[config.mk]
export PLATFORM = sky130hd
export DESIGN_NAME = rtc_wr_sequencer
export DESIGN_NICKNAME = d
export VERILOG_FILES = /design/src/rtl/rtc_pkg.sv /design/src/rtl/rtc_field_pick.sv /design/src/rtl/rtc_wr_sequencer.sv
export SDC_FILE = /design/constraint.sdc
export NUM_CORES = 1
export LEC_CHECK = 0
export BUFFER_PORTS_ARGS = -buffer_cell sky130_fd_sc_hd__buf_2
export CAP_MARGIN = 10
export CORE_UTILIZATION = 44
export CTS_CLUSTER_DIAMETER = 50
export CTS_CLUSTER_SIZE = 10
export DETAILED_ROUTE_END_ITERATION = 16
export PLACE_DENSITY_LB_ADDON = 0.1
export SLEW_MARGIN = 20
export SYNTH_ARGS = -nofsm -noshare
export SYNTH_HDL_FRONTEND = slang
export SYNTH_HIERARCHICAL = 1
export SYNTH_SLANG_ARGS = --single-unit
[constraint.sdc]
create_clock -name clk -period 1.86 [get_ports clk]
set_clock_uncertainty 0.05 [all_clocks]
set_input_delay 0.372 -clock clk [delete_from_list [all_inputs] [get_ports clk]]
set_output_delay 0.372 -clock clk [all_outputs]
set_load 0.02 [all_outputs]
[src/rtl/rtc_pkg.sv]
// Shared definitions for the RTC write path: sequencer state encoding,
// default bus addresses/command bytes and time-field index names.
package rtc_pkg;

    typedef enum logic [1:0] {
        ST_IDLE  = 2'd0,
        ST_FIELD = 2'd1,
        ST_GAP   = 2'd2,
        ST_CMD   = 2'd3
    } wr_state_t;

    localparam logic [7:0] RTC_CLK_BASE_ADDR = 8'h21;
    localparam logic [7:0] RTC_TMR_BASE_ADDR = 8'h41;
    localparam logic [7:0] RTC_CMD_CLK_ADDR  = 8'hF1;
    localparam logic [7:0] RTC_CMD_TMR_ADDR  = 8'hF2;
    localparam logic [7:0] RTC_CMD_DATA      = 8'h01;

    localparam int FLD_SEC   = 0;
    localparam int FLD_MIN   = 1;
    localparam int FLD_HOUR  = 2;
    localparam int FLD_DAY   = 3;
    localparam int FLD_MONTH = 4;
    localparam int FLD_YEAR  = 5;

endpackage

[src/rtl/rtc_field_pick.sv]
// Combinational priority encoder: lowest set mask bit at or above start_idx.
// Returns N in next_idx with found=0 when no such bit exists.
module rtc_field_pick #(
    parameter int N  = 6,
    parameter int IW = $clog2(N + 1)
) (
    input  logic [N-1:0]  mask,
    input  logic [IW-1:0] start_idx,
    output logic [IW-1:0] next_idx,
    output logic          found
);

    logic [N-1:0] elig;

    for (genvar gi = 0; gi < N; gi++) begin : g_elig
        assign elig[gi] = mask[gi] && (IW'(gi) >= start_idx);
    end

    // Scan from the top so the lowest eligible index wins.
    always_comb begin
        next_idx = IW'(N);
        found    = 1'b0;
        for (int i = N - 1; i >= 0; i--) begin
            if (elig[i]) begin
                next_idx = IW'(i);
                found    = 1'b1;
            end
        end
    end

endmodule

[src/rtl/rtc_wr_sequencer.sv]
// Walks the masked RTC time fields, emitting address/data byte pairs, then the transfer command.
// Define RTC_WR_BCD_CHECK_EN to reject starts whose masked fields are not valid BCD (err pulse).
module rtc_wr_sequencer
    import rtc_pkg::*;
#(
    parameter int                DATA_W        = 8,
    parameter int                N_FIELDS      = FLD_YEAR + 1,
    parameter int                TMR_FIELDS    = FLD_HOUR + 1,
    parameter logic [DATA_W-1:0] CLK_BASE_ADDR = DATA_W'(RTC_CLK_BASE_ADDR),
    parameter logic [DATA_W-1:0] TMR_BASE_ADDR = DATA_W'(RTC_TMR_BASE_ADDR),
    parameter logic [DATA_W-1:0] CMD_CLK_ADDR  = DATA_W'(RTC_CMD_CLK_ADDR),
    parameter logic [DATA_W-1:0] CMD_TMR_ADDR  = DATA_W'(RTC_CMD_TMR_ADDR),
    parameter logic [DATA_W-1:0] CMD_DATA      = DATA_W'(RTC_CMD_DATA)
) (
    input  logic                           clk,
    input  logic                           reset,
    input  logic                           start,
    input  logic                           mode_clk,
    input  logic [N_FIELDS-1:0]            field_mask,
    input  logic [N_FIELDS*DATA_W-1:0]     field_data,
    input  logic                           addr_phase,
    input  logic                           data_phase,
    input  logic                           phase_done,
    input  logic                           abort,
    output logic                           wr_en,
    output logic [DATA_W-1:0]              wr_byte,
    output logic                           busy,
    output logic [$clog2(N_FIELDS+1)-1:0]  cur_field,
    output logic                           wr_done,
    output logic                           err
);

    localparam int IW = $clog2(N_FIELDS + 1);

    wr_state_t           state_q, state_d;
    logic [N_FIELDS-1:0] mask_q, mask_d;
    logic                mode_q, mode_d;
    logic [IW-1:0]       cur_field_q, cur_field_d;
    logic                wr_en_q, wr_en_d;
    logic [DATA_W-1:0]   wr_byte_q, wr_byte_d;
    logic                wr_done_q, wr_done_d;
    logic                err_q, err_d;

    logic [DATA_W-1:0]   fld [N_FIELDS];
    logic [N_FIELDS-1:0] eff_mask;
    logic [N_FIELDS-1:0] bcd_bad_vec;
    logic                bcd_bad;
    logic [N_FIELDS-1:0] pick_mask;
    logic [IW-1:0]       pick_start;
    logic [IW-1:0]       pick_idx;
    logic                pick_found;
    logic [DATA_W-1:0]   field_byte;
    logic [DATA_W-1:0]   base_addr;

    for (genvar gi = 0; gi < N_FIELDS; gi++) begin : g_field
        assign fld[gi] = field_data[gi*DATA_W +: DATA_W];
        // Fields beyond the timer set only exist in clock mode.
        if (gi < TMR_FIELDS) begin : g_tmr
            assign eff_mask[gi] = field_mask[gi];
        end else begin : g_clk_only
            assign eff_mask[gi] = field_mask[gi] & mode_clk;
        end
`ifdef RTC_WR_BCD_CHECK_EN
        assign bcd_bad_vec[gi] = (fld[gi][3:0] > 4'd9) || (fld[gi][7:4] > 4'd9);
`else
        assign bcd_bad_vec[gi] = 1'b0;
`endif
    end

    assign bcd_bad = |(bcd_bad_vec & eff_mask);

    // One encoder serves both the initial pick (live mask) and the GAP step (latched mask).
    assign pick_mask  = (state_q == ST_IDLE) ? eff_mask : mask_q;
    assign pick_start = (state_q == ST_IDLE) ? '0 : cur_field_q + IW'(1);

    rtc_field_pick #(
        .N  (N_FIELDS),
        .IW (IW)
    ) u_pick (
        .mask      (pick_mask),
        .start_idx (pick_start),
        .next_idx  (pick_idx),
        .found     (pick_found)
    );

    always_comb begin
        field_byte = '0;
        for (int i = 0; i < N_FIELDS; i++) begin
            if (cur_field_q == IW'(i)) field_byte = fld[i];
        end
    end

    assign base_addr = mode_q ? CLK_BASE_ADDR : TMR_BASE_ADDR;

    always_comb begin
        state_d     = state_q;
        mask_d      = mask_q;
        mode_d      = mode_q;
        cur_field_d = cur_field_q;
        wr_byte_d   = wr_byte_q;
        wr_done_d   = 1'b0;
        err_d       = 1'b0;

        unique case (state_q)
            ST_IDLE: begin
                if (start) begin
                    if (bcd_bad) begin
                        err_d = 1'b1;
                    end else begin
                        mask_d      = eff_mask;
                        mode_d      = mode_clk;
                        cur_field_d = pick_idx;
                        state_d     = pick_found ? ST_FIELD : ST_CMD;
                    end
                end
            end
            ST_FIELD: begin
                if (abort) begin
                    state_d     = ST_IDLE;
                    cur_field_d = '0;
                end else if (addr_phase) begin
                    wr_byte_d = base_addr + DATA_W'(cur_field_q);
                end else if (data_phase) begin
                    wr_byte_d = field_byte;
                end else if (phase_done) begin
                    state_d = ST_GAP;
                end
            end
            ST_GAP: begin
                if (abort) begin
                    state_d     = ST_IDLE;
                    cur_field_d = '0;
                end else begin
                    cur_field_d = pick_idx;
                    state_d     = pick_found ? ST_FIELD : ST_CMD;
                end
            end
            ST_CMD: begin
                if (abort) begin
                    state_d     = ST_IDLE;
                    cur_field_d = '0;
                end else if (addr_phase) begin
                    wr_byte_d = mode_q ? CMD_CLK_ADDR : CMD_TMR_ADDR;
                end else if (data_phase) begin
                    wr_byte_d = CMD_DATA;
                end else if (phase_done) begin
                    wr_done_d   = 1'b1;
                    state_d     = ST_IDLE;
                    cur_field_d = '0;
                end
            end
            default: state_d = ST_IDLE;
        endcase

        wr_en_d = (state_d == ST_FIELD) || (state_d == ST_CMD);
    end

    always_ff @(posedge clk or posedge reset) begin
        if (reset) begin
            state_q     <= ST_IDLE;
            mask_q      <= '0;
            mode_q      <= 1'b0;
            cur_field_q <= '0;
            wr_en_q     <= 1'b0;
            wr_byte_q   <= '0;
            wr_done_q   <= 1'b0;
            err_q       <= 1'b0;
        end else begin
            state_q     <= state_d;
            mask_q      <= mask_d;
            mode_q      <= mode_d;
            cur_field_q <= cur_field_d;
            wr_en_q     <= wr_en_d;
            wr_byte_q   <= wr_byte_d;
            wr_done_q   <= wr_done_d;
            err_q       <= err_d;
        end
    end

    assign wr_en     = wr_en_q;
    assign wr_byte   = wr_byte_q;
    assign busy      = (state_q != ST_IDLE);
    assign cur_field = cur_field_q;
    assign wr_done   = wr_done_q;
    assign err       = err_q;

endmodule

==> summary.txt, run 1 <==
Setup path
  • Critical Path Source: cur_field[1]$_DFFE_PP0P_
  • CP Launch Type: flip-flop
  • Cell breakdown of the critical path: inv_2 -> ha_2 -> buf_12 -> or2_1 -> a22oi_2 -> o22ai_1 -> a221o_1
  • Largest stage delay, worst path: 0.40 ns
  • CP max-delay cell: dfrtp_1
  • Worst-path fanout max: 20
  • Reg-to-Reg End: wr_byte[6]$_DFFE_PP0P_
  • Crit path required time: 1.96 ns
  • Reg2Reg Depth: 7
  • CP Capture Type: flip-flop
  • Critical path endpoint: wr_byte[6]$_DFFE_PP0P_
  • R2R Setup Slk: -0.02 ns
  • R2r startpoint: cur_field[1]$_DFFE_PP0P_
  • Worst Path Class, Setup: reg2reg
  • Critical Path AT: 1.97 ns

Placed design
  • Inst Count DP: 370
  • Post-DP HPWL: 4.36 mm
  • Port Buffer Count: 75
  • GP Congestion: 0.879
  • Post-place setup slack: -0.0788 ns

STA
  • Max-slew violation count: 0
  • Final worst setup slack: -0.0161 ns
  • Max frequency: 0.533 GHz
  • RSZ-0062 raised after global routing: yes
  • Final hold slack: 0.0811 ns
  • Post-layout min period: 1.88 ns
  • Final hold vios: 0
  • Number of setup violations in the final report: 1
  • Final Cycle Share: 101%

Cells and area
  • Core Util, Final: 64.6%
  • # diodes: 0
  • # fillers: 355
  • Share of cells above drive strength 1: 44.1%
  • Non-Filler Instances: 379
  • Nets: 397
  • Area Overhead vs Synth: 40.2%

Synthesis
  • Ys async rst share: 100%
  • Leading area contributor after synthesis: dfrtp_1
  • Post-Syn Area: 0.00184 mm2
  • Syn nets: 299
  • Area share of the largest cell type after synthesis: 29.9%
  • Sequential share of the synthesized area: 29.9%
  • Syn avg cell area: 7.95 um2
  • Post-Synthesis Cells: 232
  • Synth Flop Type: dfrtp_1
  • FF+latch count, synth: 22
  • EDFF count, synth: 0
  • Top post-synthesis cells by area: dfrtp_1 30%, nand2_1 7.1%, o21ai_0 6.5%
  • Count leader, synth: nand2_1
  • Yosys warning count: 6
  • Top cells by count, synth: 35 x nand2_1, 24 x o21ai_0, 22 x dfrtp_1
  • Post-synth cell types: 50

Die
  • Die ar.: 0.00445 mm2
  • FP Rows: 23
  • Top-Level Pins: 77
  • Core area: 0.00400 mm2
  • DIE WIDTH: 66.7 um
  • Starting Density: 46.1%
  • Chip height: 66.7 um

Status
  • Failing checks: setup timing
  • Outcome: complete, but fails checks

Power
  • LEAKAGE: 1.26 nW
  • Worst vdd ir: 0.833 mV
  • P per Cell Area: 1650 mW/mm2
  • Tot Pwr: 0.00426 W

Clock network
  • CTS tree: yes
  • TritonCTS Sinks: 22
  • Clk root buf: clkbuf_8
  • H-tree lvl count: 1
  • Hold Buf Count CTS: 0
  • CTS Buf Count: 3
  • Latest clock arrival within the worst-skew pair: 0.26 ns
  • Max clock buf depth: 2
  • Reg clk slew, reported paths: 0.08 ns

Detailed routing
  • First-pass DRT Iterations: 4
  • Initial DRC count: 136
  • DRC: 0
  • Post-route ant nets: 0
  • Via density: 5.52
  • Vias: 2093
  • Final wirelength: 5.59 mm
  • Routed wire length per instance: 14.8 um

Global routing
  • Initial antenna violation count: 0
  • Gr usage total: 25.9%
  • Vias in the first global route: 1898
  • Global-route wire length before repair: 8.75 mm
  • GRT Residual Overflow: 0
  • Largest net degree at the start of global routing: 23

Hold path
  • Hold Crit Class: in2async

Flow run
  • Max-cap violation count: 0
## stage by stage
stage                     instance area [um2]  TNS, ns
after floorplan                          1880   -0.217
after global placement                   2410  -0.0339
after detailed placement                 2410   -0.167
after CTS                                2510        0
after global routing                     2580   -0.367
final                                    2580  -0.0161
## how the worst min path moves through the flow
stage,from,endpoint,slack [ns]
6_report,reset,mask_q[4]$_DFFE_PP0P_,0.08
5_1_grt,reset,mask_q[4]$_DFFE_PP0P_,0.10
4_1_cts,reset,mask_q[4]$_DFFE_PP0P_,0.08
3_5_place_dp,reset,state_q[0]$_DFF_PP0_,0.38
3_3_place_gp,reset,mode_q$_DFFE_PP0P_,0.38
2_1_floorplan,reset,cur_field[1]$_DFFE_PP0P_,0.31
## area by class of cell
class                      instances  area (um2)  share of cell area (%)
clock buffer                       4        45.0                    1.74
inverter                          18        70.1                    2.71
multi-input combinational        177        1210                    47.0
sequential                        22         553                    21.4
tap                               50        62.6                    2.42
timing repair buffer             108         639                    24.7
## critical path, delay by kind of cell, from the launching register on
kind	cells	cell delay, ns
and+or+nand+nor	1	0.27
DFF	1	0.40
adders and majority gates	1	0.22
AOI/OAI and AO/OA	3	0.58
buffers and inverters	2	0.24
## layer usage
| metal | up-vias | track usage (%) | share of wire (%) |
|---|---|---|---|
| met4 | 0 | 8.51 | 2.1 |
| met5 | - | 0 | 0 |
| met3 | 13 | 3.60 | 6.8 |
| li1 | 1045 | - | - |
| met2 | 80 | 45.8 | 49 |
| met1 | 955 | 31.7 | 42 |
## cells in the final DEF, fill, tap and decap left out, types with 4 or more instances in the layout
cell type / instances
buf_4: 31
nand2_1: 33
inv_1: 13
o21ai_1: 6
mux2_2: 4
a221oi_1: 6
a21oi_1: 13
o22ai_1: 6
dfrtp_1: 20
buf_2: 75
nor2_1: 10
o21ai_0: 19
inv_2: 4
## cells by family after synthesis
group	synth area share, %
other	0.203
flip-flops	29.9
AND/OR/NAND/NOR	19.1
multiplexers	4.07
adder cells (fa/ha/maj)	3.39
buffers and inverters	9.29
AO/OA/AOI/OAI	34.1
## where the power goes
group          leakage [nW]  switching (W)  internal, W  total, W
Clock                0.0228       0.000160     0.000153  0.000313
Combinational         0.963        0.00166      0.00146   0.00311
Sequential            0.271       0.000139     0.000691  0.000830
## what timing repair did
action                     CTS  global route
resized for setup            7            19
pin swaps                    2             7
setup endpoints to repair    6            11
buffers inserted             3             2
## registers in the layout, indices dropped and copies added (netlist names)
register   flops
wr_byte        8
mask_q         6
cur_field      3
state_q        2
mode_q         1
wr_done        1
wr_en          1
Note: power is estimated with default switching activity, not from simulation.
==> run 2, diff against run 1 <==
--- a/config.mk
+++ b/config.mk
@@ -8,6 +8,7 @@
 export BUFFER_PORTS_ARGS = -buffer_cell sky130_fd_sc_hd__buf_2
 export CAP_MARGIN = 10
 export CORE_UTILIZATION = 44
+export CTS_BUF_LIST = sky130_fd_sc_hd__clkbuf_16
 export CTS_CLUSTER_DIAMETER = 50
 export CTS_CLUSTER_SIZE = 10
 export DETAILED_ROUTE_END_ITERATION = 16
==> run 2 against run 1 <==
The run now ends clean; die area did not move; register-to-register slack improved by 0.03 ns; non-clock buffer count rose by 2; worst setup slack improved by 0.034 ns; power rose by 8.4%; routed wire length rose by 2.7%; sequential share of layout area fell by 0.94 points; critical endpoint is now state_q[1]$_DFF_PP0_; combinational power rose by 6.4%; clock power rose by 46%; first-iteration DRC count fell by 0.74%; critical path depth rose by 2; largest cell class unchanged; sequential power rose by 2%.
==> summary.txt, run 2 (same netlist as run 1, synthesis figures left out) <==
Cells and area
  • Max reg flops: 8
  • Commonest non-fill, non-tap cell in the layout: buf_2
  • # diodes: 0
  • Final instance area: 0.00271 mm2
  • Share of cells above drive strength 1: 46.5%
  • Most frequent cells in the layout: 75 x buf_2, 32 x nand2_1, 31 x buf_4
  • Nets: 399
  • Area Overhead vs Synth: 46.9%

Detailed routing
  • Via density: 5.56
  • Final wirelength: 5.74 mm
  • Initial DRC count: 135
  • Post-route ant nets: 0
  • Vias: 2120
  • First-pass DRT Iterations: 4
  • DRC: 0
  • Routed wire length per instance: 15.1 um

STA
  • Final Cycle Share: 99.0%
  • Max-slew violation count: 0
  • Final hold slack: 0.0962 ns
  • TNS Setup: 0 ns
  • Number of setup violations in the final report: 0
  • Post-layout min period: 1.84 ns
  • Final hold vios: 0
  • Max frequency: 0.543 GHz
  • RSZ-0062 raised after global routing: yes

Clock network
  • Latest clock arrival within the worst-skew pair: 0.25 ns
  • Clk root buf: clkbuf_16
  • TritonCTS Sinks: 22
  • CTS Buf Count: 3
  • Reg clk slew, reported paths: 0.06 ns
  • Max clock buf depth: 2
  • H-tree lvl count: 1
  • CTS tree: yes
  • Hold Buf Count CTS: 0

Die
  • Top-Level Pins: 77
  • Core area: 0.00400 mm2
  • Die ar.: 0.00445 mm2
  • FP Rows: 23
  • DIE WIDTH: 66.7 um
  • Chip height: 66.7 um
  • Starting Density: 46.1%

Global routing
  • Initial antenna violation count: 0
  • Gr usage total: 25.9%
  • Vias in the first global route: 1920
  • Largest net degree at the start of global routing: 23
  • GRT Residual Overflow: 0
  • Global-route wire length before repair: 8.72 mm

Placed design
  • Port Buffer Count: 75
  • Placed cell areas: 0.00241 mm2
  • Post-DP HPWL: 4.36 mm
  • GP Congestion: 0.879

Power
  • Worst vdd ir: 0.942 mV
  • P per Cell Area: 1700 mW/mm2
  • Tot Pwr: 0.00461 W
  • LEAKAGE: 1.30 nW

Setup path
  • Critical Path AT: 1.93 ns
  • R2r startpoint: cur_field[0]$_DFFE_PP0P_
  • Crit path depth: 9
  • Reg2Reg Depth: 9
  • Worst Path Class, Setup: reg2reg
  • Crit path required time: 1.95 ns
  • CP top delay family: adder cells
  • CP Capture Type: flip-flop
  • R2R Setup Slk: 0.02 ns
  • CP Launch Type: flip-flop
  • Reg-to-Reg End: state_q[1]$_DFF_PP0_
  • Cell breakdown of the critical path: ha_4 -> ha_4 -> nor2_4 -> buf_4 -> o21a_2 -> nand2_2 -> nor2_4 -> a32oi_1 -> o21ai_1
  • Critical Path Source: cur_field[0]$_DFFE_PP0P_
  • Largest stage delay, worst path: 0.47 ns
  • CP max-delay cell: dfrtp_2
  • Critical path buffers and inverters: 1
  • Worst-path fanout max: 4

Hold path
  • Hold Crit Class: in2async

Status
  • Outcome: finished, final reports clean

Flow run
  • Max-cap violation count: 0
## run 2: tightest hold or removal path: stages
cell	delay, ns
buf_2	0.09
inv_1	0.04
buf_4	0.28
## run 2: cell type report
class / instances / area, um2
multi-input combinational: 177 / 1280
sequential: 22 / 554
timing repair buffer: 110 / 662
clock inverter: 1 / 3.75
tap: 50 / 62.6
fill: 346 / 1290
inverter: 18 / 72.6
clock buffer: 3 / 75.1
## run 2: per-layer routing
layer,vias up,routed length (um),track usage [%]
li1,1048,-,-
met5,-,0,0
met3,15,372,3.08
met2,85,2860,47.2
met1,972,2360,31.2
met4,0,141,7.98
## run 2: worst max-delay path by stage
stage | end | slack, ns
5_1_grt | state_q[1]$_DFF_PP0_ | -0.08
6_report | state_q[1]$_DFF_PP0_ | 0.02
3_3_place_gp | state_q[1]$_DFF_PP0_ | -0.02
2_1_floorplan | state_q[1]$_DFF_PP0_ | -0.11
3_5_place_dp | state_q[1]$_DFF_PP0_ | -0.08
4_1_cts | state_q[1]$_DFF_PP0_ | 0.006
## run 2: through the flow
step	util (%)	worst slack [ns]	cells
after CTS	63.7	0.00599	378
after floorplan	-	-0.112	232
after global routing	67.8	-0.0783	381
after detailed placement	60.3	-0.0788	370
after global placement	60.3	-0.0186	370
final	67.8	0.0178	381
## run 2: timing repair
action / CTS / global route
pin swaps: 2 / 10
gates resized for setup: 8 / 35
setup endpoints to repair: 4 / 11
buffers inserted: 4 / 4
## run 2: report_power, final
| group | internal (W) | switching (W) |
|---|---|---|
| clock | 0.000287 | 0.000169 |
| sequential | 0.000695 | 0.000153 |
| combinational | 0.00157 | 0.00174 |
| total | 0.00255 | 0.00206 |
